[config.mk]
export PLATFORM = sky130hd
export DESIGN_NAME = wb_rr_master_arbiter_flat
export DESIGN_NICKNAME = d
export VERILOG_FILES = /design/src/rtl/wb_rr_master_arbiter_if.sv /design/src/rtl/wb_rr_master_arbiter.sv /design/src/flat_wrapper.sv
export SDC_FILE = /design/constraint.sdc
export NUM_CORES = 1
export LEC_CHECK = 0
export CORE_UTILIZATION = 39
export CTS_CLUSTER_DIAMETER = 80
export DETAILED_ROUTE_END_ITERATION = 7
export PLACE_DENSITY = 0.76
export SLEW_MARGIN = 20
export SYNTH_ARGS = -nofsm -noshare
export SYNTH_HDL_FRONTEND = slang
export SYNTH_SLANG_ARGS = --single-unit
[constraint.sdc]
create_clock -name clk_i -period 2.1 [get_ports clk_i]
set_clock_uncertainty 0.2 [all_clocks]
set_input_delay 0.42 -clock clk_i [delete_from_list [all_inputs] [get_ports clk_i]]
set_output_delay 0.42 -clock clk_i [all_outputs]
set_load 0.02 [all_outputs]
[src/rtl/wb_rr_master_arbiter_if.sv]
// rtl/wb_rr_master_arbiter_if.sv - request/response and grant bundle for wb_rr_master_arbiter
interface wb_rr_master_arbiter_if #(
  parameter int N_MASTER = 4,
  localparam int IDXW = $clog2(N_MASTER)
);
  logic [N_MASTER-1:0] cyc_i;
  logic [N_MASTER-1:0] stb_i;
  logic [N_MASTER-1:0] lock_i;
  logic                ack_i;
  logic                err_i;
  logic                rty_i;
  logic [N_MASTER-1:0] gnt_o;
  logic [IDXW-1:0]     gnt_idx_o;
  logic                busy_o;
  logic                timeout_o;

  // master: requesters and shared slave response side
  modport master (
    output cyc_i, stb_i, lock_i, ack_i, err_i, rty_i,
    input  gnt_o, gnt_idx_o, busy_o, timeout_o
  );

  // slave: the arbiter itself
  modport slave (
    input  cyc_i, stb_i, lock_i, ack_i, err_i, rty_i,
    output gnt_o, gnt_idx_o, busy_o, timeout_o
  );
endinterface

[src/rtl/wb_rr_master_arbiter.sv]
// rtl/wb_rr_master_arbiter.sv - round-robin wishbone master arbiter; optional watchdog via WB_ARB_TIMEOUT_EN
module wb_rr_master_arbiter #(
  parameter int N_MASTER       = 4,
  parameter int TIMEOUT_CYCLES = 255,
  localparam int IDXW = $clog2(N_MASTER)
) (
  input logic clk_i,
  input logic rst_i,
  wb_rr_master_arbiter_if.slave bus
);

  typedef enum logic {IDLE, OWNED} state_t;

  state_t              state;
  logic [N_MASTER-1:0] gnt_q;
  logic [IDXW-1:0]     idx_q;
  logic [IDXW-1:0]     ptr_q;
  logic                to_q;

  logic                hold;
  logic                abort;
  logic                found;
  logic [IDXW-1:0]     win;
  logic [N_MASTER-1:0] win_oh;
  logic [IDXW-1:0]     cand_idx;
  int                  cand;

  assign hold = bus.cyc_i[idx_q] | bus.lock_i[idx_q];

`ifdef WB_ARB_TIMEOUT_EN
  localparam int CW = $clog2(TIMEOUT_CYCLES + 1);
  localparam logic [CW-1:0] WD_LAST = CW'(TIMEOUT_CYCLES - 1);

  logic [CW-1:0] wd_q;
  logic          stall;
  logic          rearb;

  assign stall = (state == OWNED) && bus.stb_i[idx_q] && !(bus.ack_i || bus.err_i || bus.rty_i);
  // Abort on the edge that would bring the stall count to TIMEOUT_CYCLES.
  assign abort = stall && (wd_q == WD_LAST);
  assign rearb = (state == OWNED) && (abort || !hold);

  always_ff @(posedge clk_i) begin
    if (rst_i || !stall || rearb) begin
      wd_q <= '0;
    end else begin
      wd_q <= wd_q + 1'b1;
    end
  end
`else
  localparam int unused_timeout = TIMEOUT_CYCLES;
  logic unused_resp;

  assign abort       = 1'b0;
  assign unused_resp = ^{bus.stb_i, bus.ack_i, bus.err_i, bus.rty_i};
`endif

  // Search upward from pointer+1; the pointer holds the last winner, so the
  // releasing owner is examined last and only wins when nobody else asks.
  always_comb begin
    found    = 1'b0;
    win      = '0;
    win_oh   = '0;
    cand     = 0;
    cand_idx = '0;
    for (int i = 1; i <= N_MASTER; i++) begin
      cand = int'(ptr_q) + i;
      if (cand >= N_MASTER) begin
        cand = cand - N_MASTER;
      end
      cand_idx = IDXW'(cand);
      if (!found && bus.cyc_i[cand_idx] && !(abort && (cand_idx == idx_q))) begin
        found = 1'b1;
        win   = cand_idx;
      end
    end
    win_oh[win] = 1'b1;
  end

  always_ff @(posedge clk_i) begin
    if (rst_i) begin
      state <= IDLE;
      gnt_q <= '0;
      idx_q <= '0;
      ptr_q <= IDXW'(N_MASTER - 1);
      to_q  <= 1'b0;
    end else begin
      to_q <= 1'b0;
      case (state)
        IDLE: begin
          if (found) begin
            state <= OWNED;
            gnt_q <= win_oh;
            idx_q <= win;
            ptr_q <= win;
          end
        end
        OWNED: begin
          if (abort || !hold) begin
            to_q <= abort;
            if (found) begin
              gnt_q <= win_oh;
              idx_q <= win;
              ptr_q <= win;
            end else begin
              state <= IDLE;
              gnt_q <= '0;
              idx_q <= '0;
            end
          end
        end
        default: state <= IDLE;
      endcase
    end
  end

  assign bus.gnt_o     = gnt_q;
  assign bus.gnt_idx_o = idx_q;
  assign bus.busy_o    = |gnt_q;
  assign bus.timeout_o = to_q;

endmodule

[src/flat_wrapper.sv]
// flat-port wrapper written by rule: the top's interface ports become plain ports
module wb_rr_master_arbiter_flat 
#(
  parameter int N_MASTER       = 4,
  parameter int TIMEOUT_CYCLES = 255,
  localparam int IDXW = $clog2(N_MASTER)
)
  (clk_i, rst_i, bus_cyc_i, bus_stb_i, bus_lock_i, bus_ack_i, bus_err_i, bus_rty_i, bus_gnt_o, bus_gnt_idx_o, bus_busy_o, bus_timeout_o);
  wb_rr_master_arbiter_if #(.N_MASTER(N_MASTER)) bus_i ();
  input logic clk_i;
  input logic rst_i;
  input wire logic [$bits(bus_i.cyc_i)-1:0] bus_cyc_i;
  input wire logic [$bits(bus_i.stb_i)-1:0] bus_stb_i;
  input wire logic [$bits(bus_i.lock_i)-1:0] bus_lock_i;
  input wire logic [$bits(bus_i.ack_i)-1:0] bus_ack_i;
  input wire logic [$bits(bus_i.err_i)-1:0] bus_err_i;
  input wire logic [$bits(bus_i.rty_i)-1:0] bus_rty_i;
  output wire logic [$bits(bus_i.gnt_o)-1:0] bus_gnt_o;
  output wire logic [$bits(bus_i.gnt_idx_o)-1:0] bus_gnt_idx_o;
  output wire logic [$bits(bus_i.busy_o)-1:0] bus_busy_o;
  output wire logic [$bits(bus_i.timeout_o)-1:0] bus_timeout_o;
  assign bus_i.cyc_i = bus_cyc_i;
  assign bus_i.stb_i = bus_stb_i;
  assign bus_i.lock_i = bus_lock_i;
  assign bus_i.ack_i = bus_ack_i;
  assign bus_i.err_i = bus_err_i;
  assign bus_i.rty_i = bus_rty_i;
  assign bus_gnt_o = bus_i.gnt_o;
  assign bus_gnt_idx_o = bus_i.gnt_idx_o;
  assign bus_busy_o = bus_i.busy_o;
  assign bus_timeout_o = bus_i.timeout_o;
  wb_rr_master_arbiter #(.N_MASTER(N_MASTER), .TIMEOUT_CYCLES(TIMEOUT_CYCLES)) u_core (.clk_i(clk_i), .rst_i(rst_i), .bus(bus_i));
endmodule
# Yosys cells after proc, flatten, opt, wreduce, memory -nomap -nowiden
# Index checks and enable logic that the tools add are counted.
# Widths: inputs -> output; s select.
[totals]
ff_bits = 9
out_inout_bits = 8
[op_classes]
addsub = 8
order_cmp = 11
eq_ne = 2
mux = 40
bitwise = 2
reduce_logical = 9
[ops]
columns = ["operator", "n"]
rows = [
  ["$mux 2", 13],
  ["$lt 2x3->1 const B", 6],
  ["$mux 1", 13],
  ["$bmux 1 s2", 6],
  ["$mux 4", 3],
  ["$ge 3x3->1 const B", 3],
  ["$pmux 2 s2", 2],
  ["$pmux 4 s2", 1],
  ["$sub 2x1->2 const B", 4],
  ["$add 2x2->3 const B", 2],
  ["$add 2x3->4 const B", 1],
  ["$ge 4x3->1 const B", 1],
  ["$logic_and 1x1->1", 4],
  ["$reduce_or 4->1", 1],
  ["$add 2x1->3 const B", 1],
  ["$logic_not 1->1", 3],
  ["$demux 1 s2", 1],
  ["$ge 2x1->1 const B", 1],
  ["$ne 2x1->1 const B", 1],
  ["$ne 2x2->1 const B", 1],
  ["$pmux 1 s2", 1],
  ["$reduce_and 2->1", 1],
  ["$not 1->1", 1],
  ["$or 1x1->1", 1],
]

# Depth between registers and ports, before layout
# Gate-level depths: netlist of run 1.
[depth]
depth_word = 22
mapped_depth = 5
ltp_nobuf = 4

# Worst setup path after synthesis of run 1
# Ideal clock, no wire load.
[synth_path]
path_type = "reg2reg"
from = "reg u_core.idx_q[1] (netlist: u_core.bus.gnt_idx_o[1])"
to = "reg u_core.gnt_q[0] (netlist: u_core.bus.gnt_o[0])"
setup_time_ns = 0.072
t_arrival_ns = 1.371
required_ns = 1.828
path_slack_ns = 0.457
path_stages_with_launch = 5
synth_period_minus_slack_ns = 1.643
cell_sequence = "dfxtp_1 > nor4b_1 > nor2_1 > a21oi_2 > mux2i_1"
[synth_via]
elab_chain_cells = 5
word_cells_on_any_way = 7
classes_between = "1 x eq/ne; 4 x mux; 1 x bitwise; 1 x reduce/logical"
[synth_lines]
columns = ["item", "line_no", "source"]
rows = [
  ["from (decl)", "wb_rr_master_arbiter.sv:16", "logic [IDXW-1:0] idx_q;"],
  ["from (signal assigned)", "wb_rr_master_arbiter.sv:94", "idx_q <= win;"],
  ["from (signal assigned)", "wb_rr_master_arbiter.sv:103", "idx_q <= win;"],
  ["$bmux 1 s2", "wb_rr_master_arbiter.sv:28", "assign hold = bus.cyc_i[idx_q] | bus.lock_i[idx_q];"],
  ["$mux 1 (not written as such)", "wb_rr_master_arbiter.sv:28", ""],
  ["$or 1x1->1 *", "wb_rr_master_arbiter.sv:28", ""],
  ["$ne 2x2->1 (no source line) *", "n/a", ""],
  ["$reduce_and 2->1 (no source line) *", "n/a", ""],
  ["to (signal assigned)", "wb_rr_master_arbiter.sv:93", "gnt_q <= win_oh;"],
  ["to (signal assigned)", "wb_rr_master_arbiter.sv:102", "gnt_q <= win_oh;"],
  ["to (decl)", "wb_rr_master_arbiter.sv:15", "logic [N_MASTER-1:0] gnt_q;"],
]
# Mark *: on every way between the ends. The rest lies on a longest branch, timed or not. The select of a mux whose other input is x is not followed.
# A chain may end at the register's enable or synchronous reset.

# Worst setup path in the final report of run 1
[layout_path]
from = "reg u_core.gnt_q[3] (netlist: u_core.bus.gnt_o[3])"
to = "out bus_busy_o"
[layout_via]
elab_chain_cells = 1
[layout_lines]
columns = ["item", "line_no", "source"]
rows = [
  ["$reduce_or 4->1", "wb_rr_master_arbiter.sv:119", "assign bus.busy_o = |gnt_q;"],
  ["to (decl)", "flat_wrapper.sv:20", "output wire logic [$bits(bus_i.busy_o)-1:0] bus_busy_o;"],
]
# No other way between the ends.

==> out/summary.txt, run 1 <==
Setup TNS = 0 ps
Pre-antenna DRT Iters = 4
Mux contribution to synthesized area = 0.07159
Synth Area in Compound Gates = 0.3132
Placer congestion estimate = 0.7875
Area of the multi-input gates = 351.6 um2
Final Hold Vio Count = 0
Ys flop type = dfxtp_1
Top Ports = 25
Largest net degree at the start of global routing = 9
Seq/Total Area, Yosys = 0.3221
Leak pwr = 0.3055 nW
Final instance area = 777.0 um2
CP endpoint kind = output port
Number of fillers in the final layout = 138
Pwr/cell area = 666.9 nW/um2
Placed Instance Area = 752.0 um2
RSZ-0062 raised after global routing = false
Root Driver = clkbuf_4
Synth Area in Simple Gates = 0.2371
Antenna diodes = 0
Overflow after GRT = 0
FMAX = 495.5 MHz
Clk sinks = 9
Initial antenna violation count = 0
Setup CP Type = flip-flop to output port
Post-synth EDFFs = 0
Max-Cap Viols = 0
Most frequent cells in the layout = 15 x clkdlybuf4s50_1, 9 x dfxtp_1, 5 x nor2_1, 5 x a21oi_1
Synth cell types = 34
FF-to-FF setup slack = 430 ps
Final Cycle Share = 0.9610
Post-layout util = 0.5897
Post-Synthesis Cells = 65
Setup violations, final = 0
Max H-tree Level = 1
Async set or reset register ratio after synthesis = 0
Antenna-violating nets left = 0
Flop and latch count out of synthesis = 9
Syn-to-layout area delta = 38.93%
Worst hold path type = flip-flop to flip-flop
Worst Path Max Fanout = 3
Final slew viol count = 0
Wire per inst = 12.10 um
CTS-repair resized insts = 1
Seq. cell area = 180.2 um2
Final WL = 1.222 mm
Die Wd = 39.87 um
Status = finished clean
Share of cells above drive strength 1 = 0.1512
Post-DR vias/cell = 5.554
Initial Utilization = 0.4245
CP Launch Type = flip-flop
Synth warnings = 0
Worst-Skew Late Latency = 260 ps
First-pass GRT wire length = 1.890 mm
All-Layer GR Usage = 0.1846
Fin Hold WS = 271.2 ps
XOR/XNOR Fraction of Synth Area = 0
Vias = 561
DP HPWL = 960 um
Tmin final = 2018 ps
DRC = 0
Post-CTS Setup Bufs = 0
Power, Total = 0.5182 mW
Clock-pin slew on the worst setup and hold paths = 50 ps
CTS Buf Count = 3
Setup WS post-layout = 81.98 ps
Fin cells = 101
Nets = 104
Post-CTS Hold Fix Bufs = 0
Vias in the first global route = 445
Commonest non-fill, non-tap cell in the layout = clkdlybuf4s50_1
Port Buf Inserts = 16
TritonCTS clock tree = built
Required @ worst endpoint = 1480 ps
Post-Synth Adder-Cell Area = 0
CP arrival = 1400 ps
Placed cells = 97
Worst slack, placed = -115.3 ps
VDD IR max = 0.4250 mV
Core box area = 1318 um2
Mapped Avg Cell Area = 8.604 um2
Mapped cell area = 559.3 um2
Placement Rows = 13
Largest family of logic cells by synthesized area = compound AO/OA/AOI/OAI gates
Die height = 39.87 um
DRT iter0 DRCs = 10
Die area = 1590 um2
Clock Tree Buf Depth = 2
Post-Synthesis Net Count = 82
where the power goes:
part	internal (mW)	switching [mW]	total [mW]
registers	0.190	0.0216	0.211
logic	0.0899	0.0869	0.177
clock network	0.0730	0.0571	0.130
total	0.353	0.166	0.518
synthesized netlist by cell type (all sizes together) (2+ instances only):
cell type / instances / area (um2)
inv: 3 / 11.26
o211ai: 2 / 15.01
a21oi: 6 / 33.78
nor3: 2 / 10.01
nand2: 4 / 15.01
mux2i: 4 / 40.04
or4: 2 / 15.01
nor2b: 2 / 12.51
buf: 2 / 12.51
o2bb2ai: 2 / 17.52
dfxtp: 9 / 180.2
o32ai: 2 / 32.53
nand3: 2 / 10.01
nor2: 5 / 18.77
area by class of cell:
type / instances / area share
Inverter: 3 / 0.01449
Multi-Input combinational cell: 50 / 0.4525
Timing Repair Buffer: 20 / 0.2432
Clock buffer: 4 / 0.03382
Sequential cell: 9 / 0.2319
Tap cell: 15 / 0.02415
flip-flops by register name, indices dropped and copies added (netlist names):
name	cells
u_core.bus.gnt_idx_o	2
u_core.bus.gnt_o	4
u_core.ptr_q	2
u_core.state	1
cells by family after synthesis:
| logic type | count (synthesis) |
|---|---|
| AOI/OAI and AO/OA | 21 |
| DFF | 9 |
| and+or+nand+nor | 24 |
| other | 1 |
| buffers and inverters | 6 |
| muxes | 4 |
routing by layer:
metal,vias to the layer above,part of all wire,global-route usage,wire [um]
met5,-,0,0,0
met4,0,0.015,0.05172,18
met3,5,0.060,0.1023,73
met2,13,0.44,0.2742,534
met1,258,0.49,0.2230,596
li1,285,-,-,-
worst max-delay path: stages, from the launching register on:
cell	delay [ps]
dfxtp_1	310
or4_1	500
dlygate4sd2_1	330
path summary, 6_finish.rpt:
path	to	start	depth (start not counted)
worst min register to register	u_core.bus.gnt_o[1]	u_core.bus.gnt_o[1]	2
worst max-delay path	bus_busy_o	u_core.bus.gnt_o[3]	2
worst min-delay path	u_core.bus.gnt_o[1]	u_core.bus.gnt_o[1]	2
worst max register to register	u_core.bus.gnt_o[1]	u_core.bus.gnt_idx_o[1]	4
No activity file was read; power rests on OpenSTA's default activity.
==> run 2: changes to the inputs <==
--- a/config.mk
+++ b/config.mk
@@ -5,10 +5,11 @@
 export SDC_FILE = /design/constraint.sdc
 export NUM_CORES = 1
 export LEC_CHECK = 0
-export CORE_UTILIZATION = 39
+export CORE_UTILIZATION = 42
 export CTS_CLUSTER_DIAMETER = 80
 export DETAILED_ROUTE_END_ITERATION = 7
-export PLACE_DENSITY = 0.76
+export PLACE_DENSITY = 0.81
+export REMOVE_ABC_BUFFERS = 1
 export SLEW_MARGIN = 20
 export SYNTH_ARGS = -nofsm -noshare
 export SYNTH_HDL_FRONTEND = slang
==> constraint.sdc (replaced) <==
create_clock -name clk_i -period 2.38 [get_ports clk_i]
set_clock_uncertainty 0.2 [all_clocks]
set_input_delay 0.476 -clock clk_i [delete_from_list [all_inputs] [get_ports clk_i]]
set_output_delay 0.476 -clock clk_i [all_outputs]
set_load 0.02 [all_outputs]
==> run 2 against run 1 <==
  * Global-route usage rose by 1.2 points
  * Power shrank 12%
  * Critical endpoint unchanged
  * Worst hold slack improved by 2.9 ps
  * Largest power group unchanged
  * Non-clock buffer count is 4 lower
==> out/summary.txt, run 2 (same netlist as run 1, synthesis figures left out) <==
Final slew viol count = 0
Placed cells = 92
DRC = 0
Worst hold path type = flip-flop to flip-flop
Syn-to-layout area delta = 33.56%
Final Hold Vio Count = 0
Post-DR vias/cell = 5.729
Root Driver = clkbuf_4
Required @ worst endpoint = 1700 ps
Tmin final = 2304 ps
First-pass GRT wire length = 1.856 mm
Initial Utilization = 0.4776
Clock Tree Buf Depth = 2
Worst Path Max Fanout = 3
FMAX = 434.1 MHz
Clk sinks = 9
CTS-repair resized insts = 0
Initial antenna violation count = 0
Setup violations, final = 0
DRT iter0 DRCs = 9
Commonest non-fill, non-tap cell in the layout = clkdlybuf4s50_1
Setup TNS = 0 ps
TritonCTS clock tree = built
Hold depth = 2
Largest net degree at the start of global routing = 10
Overflow after GRT = 0
VDD IR max = 0.3794 mV
Final Cycle Share = 0.9680
Setup CP Type = flip-flop to output port
CTS Buf Count = 3
Die area = 1481 um2
CP arrival = 1630 ps
Post-CTS Hold Fix Bufs = 0
Fin cells = 96
Placer congestion estimate = 0.7387
Wire per inst = 12.36 um
Top Ports = 25
RSZ-0062 raised after global routing = false
Max H-tree Level = 1
Post-CTS Setup Bufs = 0
Most frequent cells in the layout = 16 x clkdlybuf4s50_1, 9 x dfxtp_1, 5 x nor2_1, 5 x a21oi_1
DP HPWL = 890.8 um
Placement Rows = 12
Number of fillers in the final layout = 110
Die height = 38.49 um
Share of cells above drive strength 1 = 0.1098
Final WL = 1.187 mm
Leak pwr = 0.2833 nW
Max-Cap Viols = 0
Post-layout util = 0.6378
CP endpoint kind = output port
Die Wd = 38.49 um
Pwr/cell area = 608.9 nW/um2
Antenna diodes = 0
Clock-pin slew on the worst setup and hold paths = 50 ps
Status = finished clean
Max reg flops = 4
Worst-Skew Late Latency = 260 ps
Vias = 550
All-Layer GR Usage = 0.1964
Port Buf Inserts = 16
Nets = 100
Length in cells of the worst reg-to-reg path = 4
Power, Total = 0.4549 mW
Vias in the first global route = 430
Antenna-violating nets left = 0
Core box area = 1171 um2
CP Launch Type = flip-flop
Fin Hold WS = 274.1 ps
Pre-antenna DRT Iters = 4
==> run 2: cell types whose count changed in the layout (fill, tap and decap cells not counted) <==
cell,delta
dlygate4sd2_1,-1
buf_4,-4
clkdlybuf4s50_1,+1
==> run 2: worst paths after layout <==
check,startpoint,to,slack (ps)
max reg2reg,u_core.bus.gnt_idx_o[1],u_core.bus.gnt_o[1],670
min reg2reg,u_core.bus.gnt_o[1],u_core.bus.gnt_o[1],270
min,u_core.bus.gnt_o[1],u_core.bus.gnt_o[1],270
max,u_core.bus.gnt_o[3],bus_busy_o,80
==> run 2: routing by layer <==
metal,global-route usage,wire length [um],vias up,share of wire
met1,0.2518,606,248,0.51
met5,0,0,-,0
met3,0.1047,71,2,0.060
met4,0.1034,8,0,0.0067
met2,0.2583,501,15,0.42
li1,-,-,285,-
==> run 2: critical path, cell delays in order, from the launching register on <==
cell	delay (ps)
dfxtp_1	320
or4_1	500
clkdlybuf4s50_1	550
==> run 2: final cells by class <==
class	instances	area [um2]	share of cell area
tap	14	17.52	0.02345
sequential	9	180.2	0.2412
timing repair buffer	16	160.2	0.2144
clock buffer	4	26.28	0.03518
inverter	3	11.26	0.01508
multi-input combinational	50	351.6	0.4707
==> run 2: per-stage QoR <==
step                      worst slack (ps)  area (um2)
after floorplan                      690.8       543.0
after global placement               100.0       720.7
after detailed placement             73.39       720.7
after CTS                            70.52       747.0
after global routing                 30.86       747.0
final                                76.21       747.0
==> run 2: power by group <==
group	total (mW)	leakage, nW	internal (mW)	switching [mW]
clock network	0.116	0.0150	0.0645	0.0514
logic	0.152	0.194	0.0769	0.0748
registers	0.187	0.0743	0.167	0.0199
==> run 3: changes to the inputs <==
--- a/config.mk
+++ b/config.mk
@@ -5,6 +5,7 @@
 export SDC_FILE = /design/constraint.sdc
 export NUM_CORES = 1
 export LEC_CHECK = 0
+export CORE_MARGIN = 2
 export CORE_UTILIZATION = 42
 export CTS_CLUSTER_DIAMETER = 80
 export DETAILED_ROUTE_END_ITERATION = 7
==> run 3 against run 2 <==
  * Worst setup slack gained 10 ps
  * Final cell count grew 1.0%
  * First-iteration DRC count grew 11%
  * Sequential power is essentially flat
  * Maximum frequency grew 0.45%
  * Worst hold slack lost 2.8 ps
  * Count of clock-buffer cells in the layout is the same
  * Largest cell class unchanged
==> out/summary.txt, run 3 (same netlist as run 1, synthesis figures left out) <==
Setup TNS = 0 ps
Placed cells = 93
Final Cycle Share = 0.9636
Commonest non-fill, non-tap cell in the layout = clkdlybuf4s50_1
Hold depth = 2
CTS Buf Count = 3
Initial Utilization = 0.4408
Wire per inst = 12.92 um
Pwr/cell area = 606.9 nW/um2
Clk sinks = 9
TritonCTS clock tree = built
Final WL = 1.253 mm
Post-CTS Setup Bufs = 0
Top Ports = 25
Initial antenna violation count = 0
Final Hold Vio Count = 0
Post-CTS Hold Fix Bufs = 0
Core box area = 1269 um2
Placement Rows = 13
Met1 wire length = 581 um
CP Launch Type = flip-flop
Pre-antenna DRT Iters = 4
Tightest Pin Transition = 493.7 ps
Syn-to-layout area delta = 33.78%
Die height = 40.49 um
DRC = 0
Clock-pin slew on the worst setup and hold paths = 50 ps
VDD IR max = 0.3995 mV
Seq. cell area = 180.2 um2
Vias in the first global route = 449
Routed wl met3 = 90 um
Fin cells = 97
First-pass GRT wire length = 1.856 mm
Rel. slew slack = 0.6679
Max-Cap Viols = 0
Area of the multi-input gates = 351.6 um2
Number of fillers in the final layout = 127
Worst-Skew Late Latency = 260 ps
DRT iter0 DRCs = 10
Clock Tree Buf Depth = 2
Required @ worst endpoint = 1700 ps
Nets = 100
Leak pwr = 0.2833 nW
Worst Path Max Fanout = 3
Share of cells above drive strength 1 = 0.1098
Antenna-violating nets left = 0
Placer congestion estimate = 0.7994
Top routing layer in use = met4
RSZ-0062 raised after global routing = false
Met2 routed WL = 574 um
Length in cells of the worst reg-to-reg path = 4
CP arrival = 1620 ps
Final slew viol count = 0
Max H-tree Level = 1
Status = finished clean
Worst hold path type = flip-flop to flip-flop
Post-DR vias/cell = 5.629
Die area = 1639 um2
Setup CP Type = flip-flop to output port
All-Layer GR Usage = 0.1790
FMAX = 436.0 MHz
Setup violations, final = 0
CTS-repair resized insts = 0
Antenna diodes = 0
Root Driver = clkbuf_4
DP HPWL = 969.1 um
Port Buf Inserts = 16
Largest net degree at the start of global routing = 10
Overflow after GRT = 0
CP endpoint kind = output port
Most frequent cells in the layout = 16 x clkdlybuf4s50_1, 9 x dfxtp_1, 5 x nor2_1, 5 x a21oi_1
Tmin final = 2293 ps
Die Wd = 40.49 um
Vias = 546
Max reg flops = 4
==> run 3: path summary, 6_finish.rpt <==
kind	from	to	slack (ps)
hold reg to reg	u_core.bus.gnt_o[1]	u_core.bus.gnt_o[1]	270
setup / recovery	u_core.bus.gnt_o[3]	bus_busy_o	90
setup reg to reg	u_core.ptr_q[1]	u_core.ptr_q[1]	670
hold / removal	u_core.bus.gnt_o[1]	u_core.bus.gnt_o[1]	270
==> run 3: power by group <==
part / switching, mW / leakage [nW] / internal (mW)
combinational: 0.0764 / 0.194 / 0.0769
clock: 0.0498 / 0.0150 / 0.0644
sequential: 0.0192 / 0.0743 / 0.167
==> run 3: per-layer routing <==
layer  vias up  global-route usage
li1        278                   -
met2        13              0.2698
met5         -                   0
met1       253              0.2159
met3         2              0.1000
met4         0             0.05000
==> run 3: cell type report <==
class,count,area share
Clock buffer,4,0.03512
Inverter,3,0.01505
Multi-Input combinational cell,50,0.4699
Sequential cell,9,0.2408
Tap cell,15,0.02508
Timing Repair Buffer,16,0.2140
==> run 3: metrics by stage <==
stage | instance area, um2 | worst slack [ps] | util | power (mW) | hold slack (ps)
3_5_place_dp | 721.9 | 58.77 | 0.5690 | 0.3431 | 266.9
3_3_place_gp | 721.9 | 90.73 | 0.5690 | 0.3400 | 257.9
6_report | 748.2 | 86.52 | 0.5897 | 0.4541 | 271.3
5_1_grt | 748.2 | 9.393 | 0.5897 | 0.4841 | 281.0
2_1_floorplan | 543.0 | 690.8 | - | 0.2769 | 316.4
4_1_cts | 748.2 | 70.73 | 0.5897 | 0.4590 | 273.4
==> run 3: worst max-delay path, cell delays in order (launching register included) <==
cell             delay (ps)
dfxtp_1                 310
or4_1                   500
clkdlybuf4s50_1         550
